$ cat src/rtl/i2s_mic_sim_gen.sv
`default_nettype none
// ============================================================================
// Module   : i2s_mic_sim_gen
// Brief    : Parametrised Philips-I2S microphone model (LFSR/ramp/const/square)
//            with a sample monitor port. Define I2S_SIM_STEREO_EN for stereo.
// Revision : 1.0 - initial release
// ============================================================================
module i2s_mic_sim_gen #(
    parameter int                    SAMPLE_BITS = 24,
    parameter int                    SLOT_BITS   = 32,
    parameter int                    LFSR_WIDTH  = 16,
    parameter logic [LFSR_WIDTH-1:0] LFSR_SEED   = {{(LFSR_WIDTH-1){1'b0}}, 1'b1},
    parameter logic                  CHANNEL_SEL = 1'b0
) (
    input  logic                   SCK,
    input  logic                   reset_n,
    input  logic                   enable,
    input  logic [1:0]             mode,
    input  logic [SAMPLE_BITS-1:0] const_value,
    output logic                   WS,
    output logic                   SD,
    output logic                   sample_strobe,
    output logic [SAMPLE_BITS-1:0] sample_out,
    output logic                   sample_ch
);

    localparam int                 c_OFF_W    = $clog2(SLOT_BITS);
    localparam logic [c_OFF_W-1:0] c_OFF_LAST = c_OFF_W'(SLOT_BITS - 1);
    localparam logic [c_OFF_W-1:0] c_OFF_LSB  = c_OFF_W'(SAMPLE_BITS);
    localparam logic [31:0]        c_TAPS     = (LFSR_WIDTH == 8)  ? 32'h0000_00B8 :
                                                (LFSR_WIDTH == 16) ? 32'h0000_D008 :
                                                (LFSR_WIDTH == 24) ? 32'h00E1_0000 :
                                                                     32'h8020_0003;
    localparam logic [SAMPLE_BITS-1:0] c_SQ_POS = {1'b0, {(SAMPLE_BITS-1){1'b1}}};
    localparam logic [SAMPLE_BITS-1:0] c_SQ_NEG = {1'b1, {(SAMPLE_BITS-1){1'b0}}};

    logic [c_OFF_W-1:0]     off_q, off_d;
    logic                   ws_q, ws_d;
    logic                   sd_q, sd_d;
    logic                   strobe_q, strobe_d;
    logic                   ch_q, ch_d;
    logic [SAMPLE_BITS-1:0] sample_q, sample_d;
    logic [SAMPLE_BITS-1:0] shreg_q, shreg_d;
    logic [LFSR_WIDTH-1:0]  lfsr_q, lfsr_d;
    logic [SAMPLE_BITS-1:0] ramp_q, ramp_d;
    logic                   sq_neg_q, sq_neg_d;

    logic                   w_wrap;
    logic [c_OFF_W-1:0]     w_off_next;
    logic                   w_ws_next;
    logic                   w_slot_active;
    logic                   w_lfsr_fb;
    logic [SAMPLE_BITS-1:0] w_lfsr_word;
    logic [SAMPLE_BITS-1:0] w_src;

    assign w_wrap     = (off_q == c_OFF_LAST);
    assign w_off_next = w_wrap ? '0 : off_q + 1'b1;
    assign w_ws_next  = ws_q ^ w_wrap;

`ifdef I2S_SIM_STEREO_EN
    assign w_slot_active = 1'b1;
`else
    assign w_slot_active = (w_ws_next == CHANNEL_SEL);
`endif

    assign w_lfsr_fb = ^(lfsr_q & c_TAPS[LFSR_WIDTH-1:0]);

    // LFSR value sits in the top bits of the sample, low bits zero
    always_comb begin
        w_lfsr_word = '0;
        w_lfsr_word[SAMPLE_BITS-1 -: LFSR_WIDTH] = lfsr_q;
        case (mode)
            2'd0:    w_src = w_lfsr_word;
            2'd1:    w_src = ramp_q;
            2'd2:    w_src = const_value;
            default: w_src = sq_neg_q ? c_SQ_NEG : c_SQ_POS;
        endcase
    end

    always_comb begin
        off_d    = off_q;
        ws_d     = ws_q;
        sd_d     = 1'b0;
        strobe_d = 1'b0;
        ch_d     = ch_q;
        sample_d = sample_q;
        shreg_d  = shreg_q;
        lfsr_d   = lfsr_q;
        ramp_d   = ramp_q;
        sq_neg_d = sq_neg_q;
        if (enable) begin
            off_d = w_off_next;
            ws_d  = w_ws_next;
            if (w_slot_active) begin
                if (w_off_next == '0) begin
                    // Word is latched before the generators step forward
                    shreg_d  = w_src;
                    sample_d = w_src;
                    ch_d     = w_ws_next;
                    strobe_d = 1'b1;
                    lfsr_d   = {lfsr_q[LFSR_WIDTH-2:0], w_lfsr_fb};
                    ramp_d   = ramp_q + 1'b1;
                    sq_neg_d = ~sq_neg_q;
                end else if (w_off_next <= c_OFF_LSB) begin
                    sd_d    = shreg_q[SAMPLE_BITS-1];
                    shreg_d = shreg_q << 1;
                end
            end
        end
    end

    always_ff @(posedge SCK) begin
        if (!reset_n) begin
            off_q    <= c_OFF_LAST;
            ws_q     <= 1'b1;
            sd_q     <= 1'b0;
            strobe_q <= 1'b0;
            ch_q     <= 1'b0;
            sample_q <= '0;
            shreg_q  <= '0;
            lfsr_q   <= LFSR_SEED;
            ramp_q   <= '0;
            sq_neg_q <= 1'b0;
        end else begin
            off_q    <= off_d;
            ws_q     <= ws_d;
            sd_q     <= sd_d;
            strobe_q <= strobe_d;
            ch_q     <= ch_d;
            sample_q <= sample_d;
            shreg_q  <= shreg_d;
            lfsr_q   <= lfsr_d;
            ramp_q   <= ramp_d;
            sq_neg_q <= sq_neg_d;
        end
    end

    assign WS            = ws_q;
    assign SD            = sd_q;
    assign sample_strobe = strobe_q;
    assign sample_out    = sample_q;
    assign sample_ch     = ch_q;

endmodule
`default_nettype wire

$ cat config.mk
export PLATFORM = sky130hd
export DESIGN_NAME = i2s_mic_sim_gen
export DESIGN_NICKNAME = d
export VERILOG_FILES = /design/src/rtl/i2s_mic_sim_gen.sv
export SDC_FILE = /design/constraint.sdc
export NUM_CORES = 1
export LEC_CHECK = 0
export BUFFER_PORTS_ARGS = -buffer_cell sky130_fd_sc_hd__buf_4
export CORE_MARGIN = 2
export CORE_UTILIZATION = 54
export DETAILED_ROUTE_END_ITERATION = 10
export HOLD_SLACK_MARGIN = 0.03
export PLACE_DENSITY = 0.75
export SYNTH_ARGS = -nofsm -noshare
export SYNTH_HDL_FRONTEND = slang
export SYNTH_SLANG_ARGS = --single-unit
$ cat constraint.sdc
create_clock -name SCK -period 3.3 [get_ports SCK]
set_clock_uncertainty 0.1 [all_clocks]
set_input_delay 0.66 -clock SCK [delete_from_list [all_inputs] [get_ports SCK]]
set_output_delay 0.66 -clock SCK [all_outputs]
set_load 0.01 [all_outputs]
==> results.cfg, run 1 <==
[critical_path]
r2r_slack_ps = 330
required_ps = 3490
critical_path_class = flip-flop to flip-flop
startpoint_type = flip-flop
cp_max_fo = 10
end_kind = flip-flop
critPathArrivalTime_ps = 3160

[yosys]
synth_cell_type_count = 42
ys_seq_area_share_pct = 42.37
synth_area_leaders = dfxtp_1 42%, nand2_1 11%, a21oi_1 7.2%
synth_cells = 598
synth_nets = 632
ys_seq_elements = 97
ys_async_sr_fraction_pct = 0
synth_top_area_cell = dfxtp_1
synth_ff_type = dfxtp_1
syn_area_sq_um = 4583
ys_warn_count = 0
avgSynthCellArea_sq_um = 7.664
synth_top_area_share_pct = 42.37
synth_edf_count = 0

[cts]
cts_root_buffer = clkbuf_8
clk_latency_ps = 360
cts_tree = built
h-tree-depth = 3
cts_setup_buffers = 0
cts.path.max_buffers = 2
postCtsHoldBufs = 0
cts.sinks = 97
cts_resized = 0
cts_made_buffers = 9
path_clk_slew_ps = 100

[run_status]
status = finished clean

[route]
dr.first_iter.drc_count = 272
drt_wl_total_mm = 11.28
vias_per_cell = 5.925
routedWlPerCell_um = 15.30
dr.pass1.iters = 4
antenna_left = 0
vias = 4367
drcViolationCount = 0

[power_and_ir_drop]
power_density_nw_per_um2 = 483.6
ir_drop_mv = 0.3051
leakagePower_nw = 1.767
total_power_mw = 2.533

[grt]
grt_overflow = 0
grt_pass1_vias = 3903
grt_max_degree = 58
grt_pass1_wl_mm = 18.49
grt_usage_pct = 25.47
antenna_found_initial = 0

[placement]
port_buffers = 55
routabilityCongestion = 0.8196
dpl_worst_slack_ps = 352.5
post-dp-hpwl_mm = 7.874

[job]
drv_cap = 0

[timing]
max_clock_freq_mhz = 336.5
post-route-period-util_pct = 90.04
finalSetupTns_ps = 0
whs_ps = 360.6
finalWorstSetupSlack_ps = 328.7
rsz0062_at_grt = no
hold_viol_final = 0
slew_headroom_pct = 36.87
setup_viol = 0
tightest_slew_ps = 945.6
slew_violations = 0
fin_crit_ps = 2971

[die]
dieHeight_um = 96.13
core_area_sq_um = 8217
ios = 57
die_area_sq_um = 9240
rows = 33
start_util_pct = 55.78
die_x_um = 96.13

[finish]
nets = 661
drive_gt1_share_pct = 14.08
syn_to_final_growth_pct = 14.28
antennaDiodeCount = 0

[min_path]
hold_class = flip-flop to flip-flop
-- metal layers --
layer	up-vias	global-route usage, %	wire, um	share of wire (%)
li1	2173	-	-	-
met1	2079	35.30	5240	46
met2	100	40.39	5365	48
met3	15	4.150	525	4.7
met4	0	8.214	147	1.3
met5	-	0	0	0
-- synth_stat cells (7+ instances only) --
cell and n:
xnor2_1 9, nand2_1 134, or3_1 9, or4_1 8
a21oi_1 66, a31oi_1 17, o2111ai_1 7, clkbuf_1 43
nand3_1 11, nor2_1 20, a311oi_1 7, o21ai_0 59
dfxtp_1 97, o31ai_1 7, nor2b_1 27, nand4_1 10
a211oi_1 15
-- worst max-delay path, cell delays in order (launching register included) --
cell	delay (ps)
dfxtp_1	360
ha_1	260
and3_1	210
ha_1	240
xnor2_1	240
nand2_1	190
or4_1	720
or4_1	450
a21oi_1	140
-- final timing paths --
kind,from,cells after the start,to
worst max register to register,off_q[0],8,ramp_q[12]
worst max-delay path,off_q[0],8,ramp_q[12]
worst min register to register,sample_out[15],2,sample_out[15]
worst min-delay path,sample_out[15],2,sample_out[15]
-- placed cells by master (no fill, tap or decap), types with 3 or more instances in the layout --
cell / synthesis / routed
a311oi_1: 7 / 7
nand3_1: 11 / 11
a31oi_1: 17 / 16
inv_1: 5 / 4
o21ai_0: 59 / 59
dfxtp_1: 97 / 97
or4_1: 8 / 8
nand2b_1: 3 / 3
and3_1: 3 / 3
buf_4: 1 / 66
a21oi_1: 66 / 66
clkbuf_8: 0 / 9
o31ai_1: 7 / 7
or3_1: 9 / 9
o2111ai_1: 7 / 7
nand4_1: 10 / 10
a211oi_1: 15 / 15
nand2_1: 134 / 134
ha_1: 5 / 5
nor2_1: 20 / 20
xnor2_1: 9 / 9
nor4_1: 5 / 5
mux2i_1: 5 / 5
nor2b_1: 27 / 27
-- cell type report --
cell class	instances	area, sq um
fill	746	2979
multi-input combinational	448	2447
sequential	97	1942
timing repair buffer	66	495.5
tap	105	131.4
clock buffer	9	123.9
clock inverter	7	78.83
inverter	5	18.77
-- through the flow --
| stage | cell area (sq um) | std cells | utilization [%] |
|---|---|---|---|
| 2_1_floorplan | 4583 | 598 | - |
| 3_5_place_dp | 5035 | 721 | 61.28 |
| 3_3_place_gp | 5035 | 721 | 61.28 |
| 4_1_cts | 5238 | 737 | 63.74 |
| 6_report | 5238 | 737 | 63.74 |
| 5_1_grt | 5238 | 737 | 63.74 |
-- sequential cells by signal (all words and copies together), names as in the netlist --
name,count
lfsr_q,16
off_q,5
ramp_q,24
SD,1
WS,1
shreg_q,24
sample_out,24
sample_strobe,1
sq_neg_q,1
-- power by group --
part / internal [mW] / leakage (nW) / switching, mW / total [mW]
Clock: 0.357 / 0.0973 / 0.436 / 0.793
Sequential: 1.24 / 0.785 / 0.0389 / 1.28
Combinational: 0.169 / 0.884 / 0.296 / 0.465
-- kinds of logic after synthesis --
family	synth area share (%)
adder cells (fa/ha/maj)	1.365
XOR/XNOR	1.720
flip-flops	42.37
other	0.08182
multiplexers	1.911
AO/OA/AOI/OAI	23.59
AND/OR/NAND/NOR	24.49
buffers and inverters	4.477
Power figures use the tool's default switching activity.
==> run 2: changes to the inputs <==
--- a/config.mk
+++ b/config.mk
@@ -6,7 +6,7 @@
 export NUM_CORES = 1
 export LEC_CHECK = 0
 export BUFFER_PORTS_ARGS = -buffer_cell sky130_fd_sc_hd__buf_4
-export CORE_MARGIN = 2
+export CORE_MARGIN = 5
 export CORE_UTILIZATION = 54
 export DETAILED_ROUTE_END_ITERATION = 10
 export HOLD_SLACK_MARGIN = 0.03
==> run 2 against run 1 <==
Net effect: hold slack improved by 4.3 ps; count of clock-buffer cells in the layout rose by 1; cell count shrank 0.41%; critical path type unchanged.
==> results.cfg, run 2 (synthesized netlist as in run 1, its figures left out) <==
[die]
die_area_sq_um = 10430
die_x_um = 102.1
ios = 57
rows = 33
dieHeight_um = 102.1
core_area_sq_um = 8258
start_util_pct = 55.50

[timing]
post-route-period-util_pct = 92.17
hold_viol_final = 0
slew_headroom_pct = 51.58
tightest_slew_ps = 726.3
rsz0062_at_grt = no
slew_violations = 0
max_clock_freq_mhz = 328.8
setup_viol = 0
fin_crit_ps = 3042
finalSetupTns_ps = 0

[critical_path]
cp_max_fo = 10
end_kind = flip-flop
ff2ff_path_depth = 8
critPathArrivalTime_ps = 3230
startpoint_type = flip-flop
required_ps = 3490
critical_path_class = flip-flop to flip-flop

[grt]
grt_overflow = 0
grt_max_degree = 66
antenna_found_initial = 0
grt_pass1_vias = 3893
grt_pass1_wl_mm = 19.08
grt_usage_pct = 22.87

[cts]
cts_tree = built
clk_latency_ps = 370
h-tree-depth = 3
cts_setup_buffers = 0
cts.path.max_buffers = 2
cts_resized = 0
cts_made_buffers = 9
cts_root_buffer = clkbuf_8
cts.sinks = 97
path_clk_slew_ps = 100
postCtsHoldBufs = 0

[finish]
utilization_pct = 63.29
syn_to_final_growth_pct = 14.03
nets = 658
register_area_sq_um = 1942
final_cell_mix = 134 x nand2_1, 97 x dfxtp_1, 66 x a21oi_1
multi_input_comb_area_sq_um = 2447
drive_gt1_share_pct = 13.35
num-fill-cells = 751
antennaDiodeCount = 0
layout_commonest_cell = nand2_1

[route]
routedWlPerCell_um = 15.94
drt_wl_total_mm = 11.70
vias = 4310
vias_per_cell = 5.872
drcViolationCount = 0
antenna_left = 0
dr.first_iter.drc_count = 314
dr.pass1.iters = 5

[min_path]
hold_class = flip-flop to flip-flop
holdPathStages = 2

[power_and_ir_drop]
leakagePower_nw = 1.751
power_density_nw_per_um2 = 486.1
ir_drop_mv = 0.3686

[placement]
routabilityCongestion = 0.8693
post-dp-hpwl_mm = 8.010
port_buffers = 55

[job]
drv_cap = 0

[run_status]
status = finished clean
## run 2: power by group
part / leakage (nW) / internal [mW] / switching [mW] / total, mW
Combinational: 0.870 / 0.168 / 0.300 / 0.468
Sequential: 0.785 / 1.24 / 0.0398 / 1.28
Clock: 0.0954 / 0.362 / 0.434 / 0.796
## run 2: final timing paths
kind                               startpoint            end  slack [ps]
worst min register to register  sample_out[9]  sample_out[9]         360
worst max-delay path                 off_q[0]     ramp_q[12]         260
worst min-delay path            sample_out[9]  sample_out[9]         360
worst max register to register       off_q[0]     ramp_q[12]         260
## run 2: per-stage QoR
| stage | cell area (sq um) | hold WS (ps) | power (mW) | std cells | setup WS (ps) |
|---|---|---|---|---|---|
| after floorplan | 4583 | 336.0 | 1.612 | 598 | 637.7 |
| after global placement | 5025 | 345.7 | 1.750 | 718 | 447.3 |
| after detailed placement | 5025 | 350.2 | 1.764 | 718 | 337.7 |
| after CTS | 5226 | 365.5 | 2.547 | 734 | 287.4 |
| after global routing | 5226 | 379.6 | 2.671 | 734 | 45.53 |
| final | 5226 | 365.0 | 2.540 | 734 | 258.2 |
## run 2: final cells by class
class,count,area share (%)
multi-input combinational,448,46.83
clock inverter,6,1.412
clock buffer,10,2.442
inverter,5,0.3591
timing repair buffer,63,9.289
sequential,97,37.16
tap,105,2.514
## run 2: layer usage
layer  global-route usage [%]  vias up  wire length, um
met5                        0        -                0
met4                    9.586        0              356
li1                         -     2166                -
met1                    30.51     1970             5113
met2                    36.88      148             5450
met3                    3.618       26              778
## run 2: worst max-delay path: stages (launching register included)
cell and delay [ps]:
dfxtp_1 360, ha_1 250, and3_1 220, ha_1 250, xnor2_1 250, nand2_1 210
or4_1 720, or4_1 450, a21oi_1 150
==> run 3: changes to the inputs <==
--- a/config.mk
+++ b/config.mk
@@ -5,12 +5,13 @@
 export SDC_FILE = /design/constraint.sdc
 export NUM_CORES = 1
 export LEC_CHECK = 0
+export ABC_AREA = 1
 export BUFFER_PORTS_ARGS = -buffer_cell sky130_fd_sc_hd__buf_4
 export CORE_MARGIN = 5
 export CORE_UTILIZATION = 54
 export DETAILED_ROUTE_END_ITERATION = 10
 export HOLD_SLACK_MARGIN = 0.03
-export PLACE_DENSITY = 0.75
+export PLACE_DENSITY = 0.74
 export SYNTH_ARGS = -nofsm -noshare
 export SYNTH_HDL_FRONTEND = slang
 export SYNTH_SLANG_ARGS = --single-unit
==> constraint.sdc (replaced) <==
create_clock -name SCK -period 3.3 [get_ports SCK]
set_clock_uncertainty 0.1 [all_clocks]
set_input_delay 0.165 -clock SCK [delete_from_list [all_inputs] [get_ports SCK]]
set_output_delay 0.165 -clock SCK [all_outputs]
set_load 0.01 [all_outputs]
==> run 3 against run 2 <==
Net effect: maximum frequency rose by 19%; count of clock-buffer cells in the layout fell by 1; clock power increased by 10%; highest routed layer unchanged.
==> results.cfg, run 3 <==
[placement]
placed_cell_area_sq_um = 5472
post-dp-hpwl_mm = 8.898
routabilityCongestion = 0.9073
dpl_worst_slack_ps = 746.4
port_buffers = 55

[yosys]
yosysMostFrequentCell = nand2_1
ys_async_sr_fraction_pct = 0
synth_nets = 837
synth_cells = 803
synth_top_area_cell = dfxtp_1
ys_seq_elements = 97
synth_top_area_share_pct = 37.99
synth_area_leaders = dfxtp_1 38%, nand2_1 26%, nor2_1 6.0%
synth_ff_type = dfxtp_1
synth_cell_type_count = 32
synth_edf_count = 0
ys_seq_area_share_pct = 37.99
avgSynthCellArea_sq_um = 6.365
syn_area_sq_um = 5111
ys_warn_count = 0
yosys-top-cells-count = 353 x nand2_1, 97 x dfxtp_1, 82 x nor2_1

[die]
die_area_sq_um = 11510
die_x_um = 107.3
core_area_sq_um = 9240
rows = 35
dieHeight_um = 107.3
start_util_pct = 55.31
ios = 57

[timing]
slew_headroom_pct = 35.30
finalSetupTns_ps = 0
max_clock_freq_mhz = 390.4
setup_viol = 0
whs_ps = 41.74
fin_crit_ps = 2562
hold_viol_final = 0
rsz0062_at_grt = no
tightest_slew_ps = 969.5
slew_violations = 0
finalWorstSetupSlack_ps = 738.4
post-route-period-util_pct = 77.63

[route]
drcViolationCount = 0
drt_wl_total_mm = 12.81
dr.first_iter.drc_count = 355
dr.pass1.iters = 5
vias = 5039
vias_per_cell = 5.195
antenna_left = 0
routedWlPerCell_um = 13.20

[min_path]
worstHoldEndpoint = sample_out[21]
hold_start = const_value[21]
holdPathStages = 5
hold_class = input port to flip-flop

[finish]
nets = 870
final_cell_mix = 353 x nand2_1, 97 x dfxtp_1, 82 x nor2_1
layout_commonest_cell = nand2_1
antennaDiodeCount = 0
drive_gt1_share_pct = 11.18
syn_to_final_growth_pct = 12.24
utilization_pct = 62.09
design_area_sq_um = 5737

[grt]
grt_max_degree = 51
met1_usage_pct = 31.46
grt_overflow = 0
grt_usage_pct = 22.79
met3_usage_pct = 4.019
grt_util_met2_pct = 36.37
grt_pass1_wl_mm = 21.38
grt_pass1_vias = 4554
antenna_found_initial = 0
grt_busiest_layer = met2

[power_and_ir_drop]
power_density_nw_per_um2 = 482.7
ir_drop_mv = 0.3088
leakagePower_nw = 2.571

[cts]
cts.sinks = 97
path_clk_slew_ps = 100
postCtsHoldBufs = 4
cts_setup_buffers = 0
cts_tree = built
h-tree-depth = 3
cts_root_buffer = clkbuf_8
cts_made_buffers = 9
cts.path.max_buffers = 2
cts_resized = 0
clk_latency_ps = 370

[critical_path]
critPathBufInv = 2
r2r_end = lfsr_q[3]
crit_start = off_q[0]
end_kind = flip-flop
ff2ff_path_depth = 11
crit_path_max_incr_delay_ps = 430
startpoint_type = flip-flop
r2r_start = off_q[0]
critical_path_class = flip-flop to flip-flop
worstPathCellList = ha_1 -> nand2_1 -> nor2_1 -> ha_1 -> inv_1 -> nand3_4 -> nor2_4 -> nand2_2 -> buf_4 -> nand2_1 -> a21oi_1
cpMaxStageDelayCell = dfxtp_1
r2r_slack_ps = 740
critPathArrivalTime_ps = 2680
cp_max_fo = 29
required_ps = 3420
crit_family = simple AND/OR/NAND/NOR gates

[run_status]
status = finished clean

[job]
drv_cap = 0
## run 3: cell count changes in the layout (fill, tap and decap cells not counted), moves of 8 or more
cell	change
nor2b_1	-27
nand4_1	+13
nand2_1	+219
nor2_1	+62
a211oi_1	-15
a31oi_1	-16
inv_1	+53
o21ai_0	-56
or4_1	-8
or3_1	-9
a21oi_1	-25
nand3_1	+47
## run 3: worst max path at each step
| stage | slack [ps] | cells after the start | end |
|---|---|---|---|
| 2_1_floorplan | 1350 | 12 | lfsr_q[15] |
| 3_3_place_gp | 840 | 11 | sample_out[23] |
| 3_5_place_dp | 750 | 11 | sample_out[16] |
| 4_1_cts | 730 | 11 | lfsr_q[3] |
| 5_1_grt | 530 | 11 | sample_out[8] |
| 6_report | 740 | 11 | lfsr_q[3] |
## run 3: per-stage QoR
stage	cells	total power [mW]
floorplan	803	1.796
global placement	950	1.890
detailed placement	950	1.912
CTS	970	2.777
global route	970	2.933
finish	970	2.769
## run 3: logic make-up after synthesis
group | after synthesis | synth area share (%)
AO/OA/AOI/OAI | 51 | 5.288
other | 1 | 0.07337
AND/OR/NAND/NOR | 532 | 43.43
XOR/XNOR | 16 | 2.742
flip-flops | 97 | 37.99
buffers and inverters | 101 | 9.253
adder cells (fa/ha/maj) | 5 | 1.224
## run 3: worst register-to-register path, stage by stage (launching register included)
cell	delay, ps
dfxtp_1	430
ha_1	200
nand2_1	90
nor2_1	140
ha_1	270
inv_1	120
nand3_4	100
nor2_4	120
nand2_2	350
buf_4	360
nand2_1	80
a21oi_1	70
## run 3: routing by layer
metal	part of all wire, %	vias up	wire, um
met4	2.0	0	257
met2	45	158	5794
met1	47	2300	6010
met3	5.8	28	744
met5	0	-	0
li1	-	2553	-
## run 3: layout make-up
type | instances | area [sq um]
Fill cell | 913 | 3503
Sequential cell | 97 | 1942
Multi-Input combinational cell | 605 | 2696
Clock inverter | 7 | 101.3
Timing Repair Buffer | 64 | 490.5
Tap cell | 129 | 161.4
Inverter | 59 | 221.5
Clock buffer | 9 | 123.9
## run 3: power breakdown
part	switching, mW	internal (mW)	total, mW
sequential	0.0444	1.25	1.29
clock	0.442	0.433	0.876
combinational	0.396	0.204	0.600
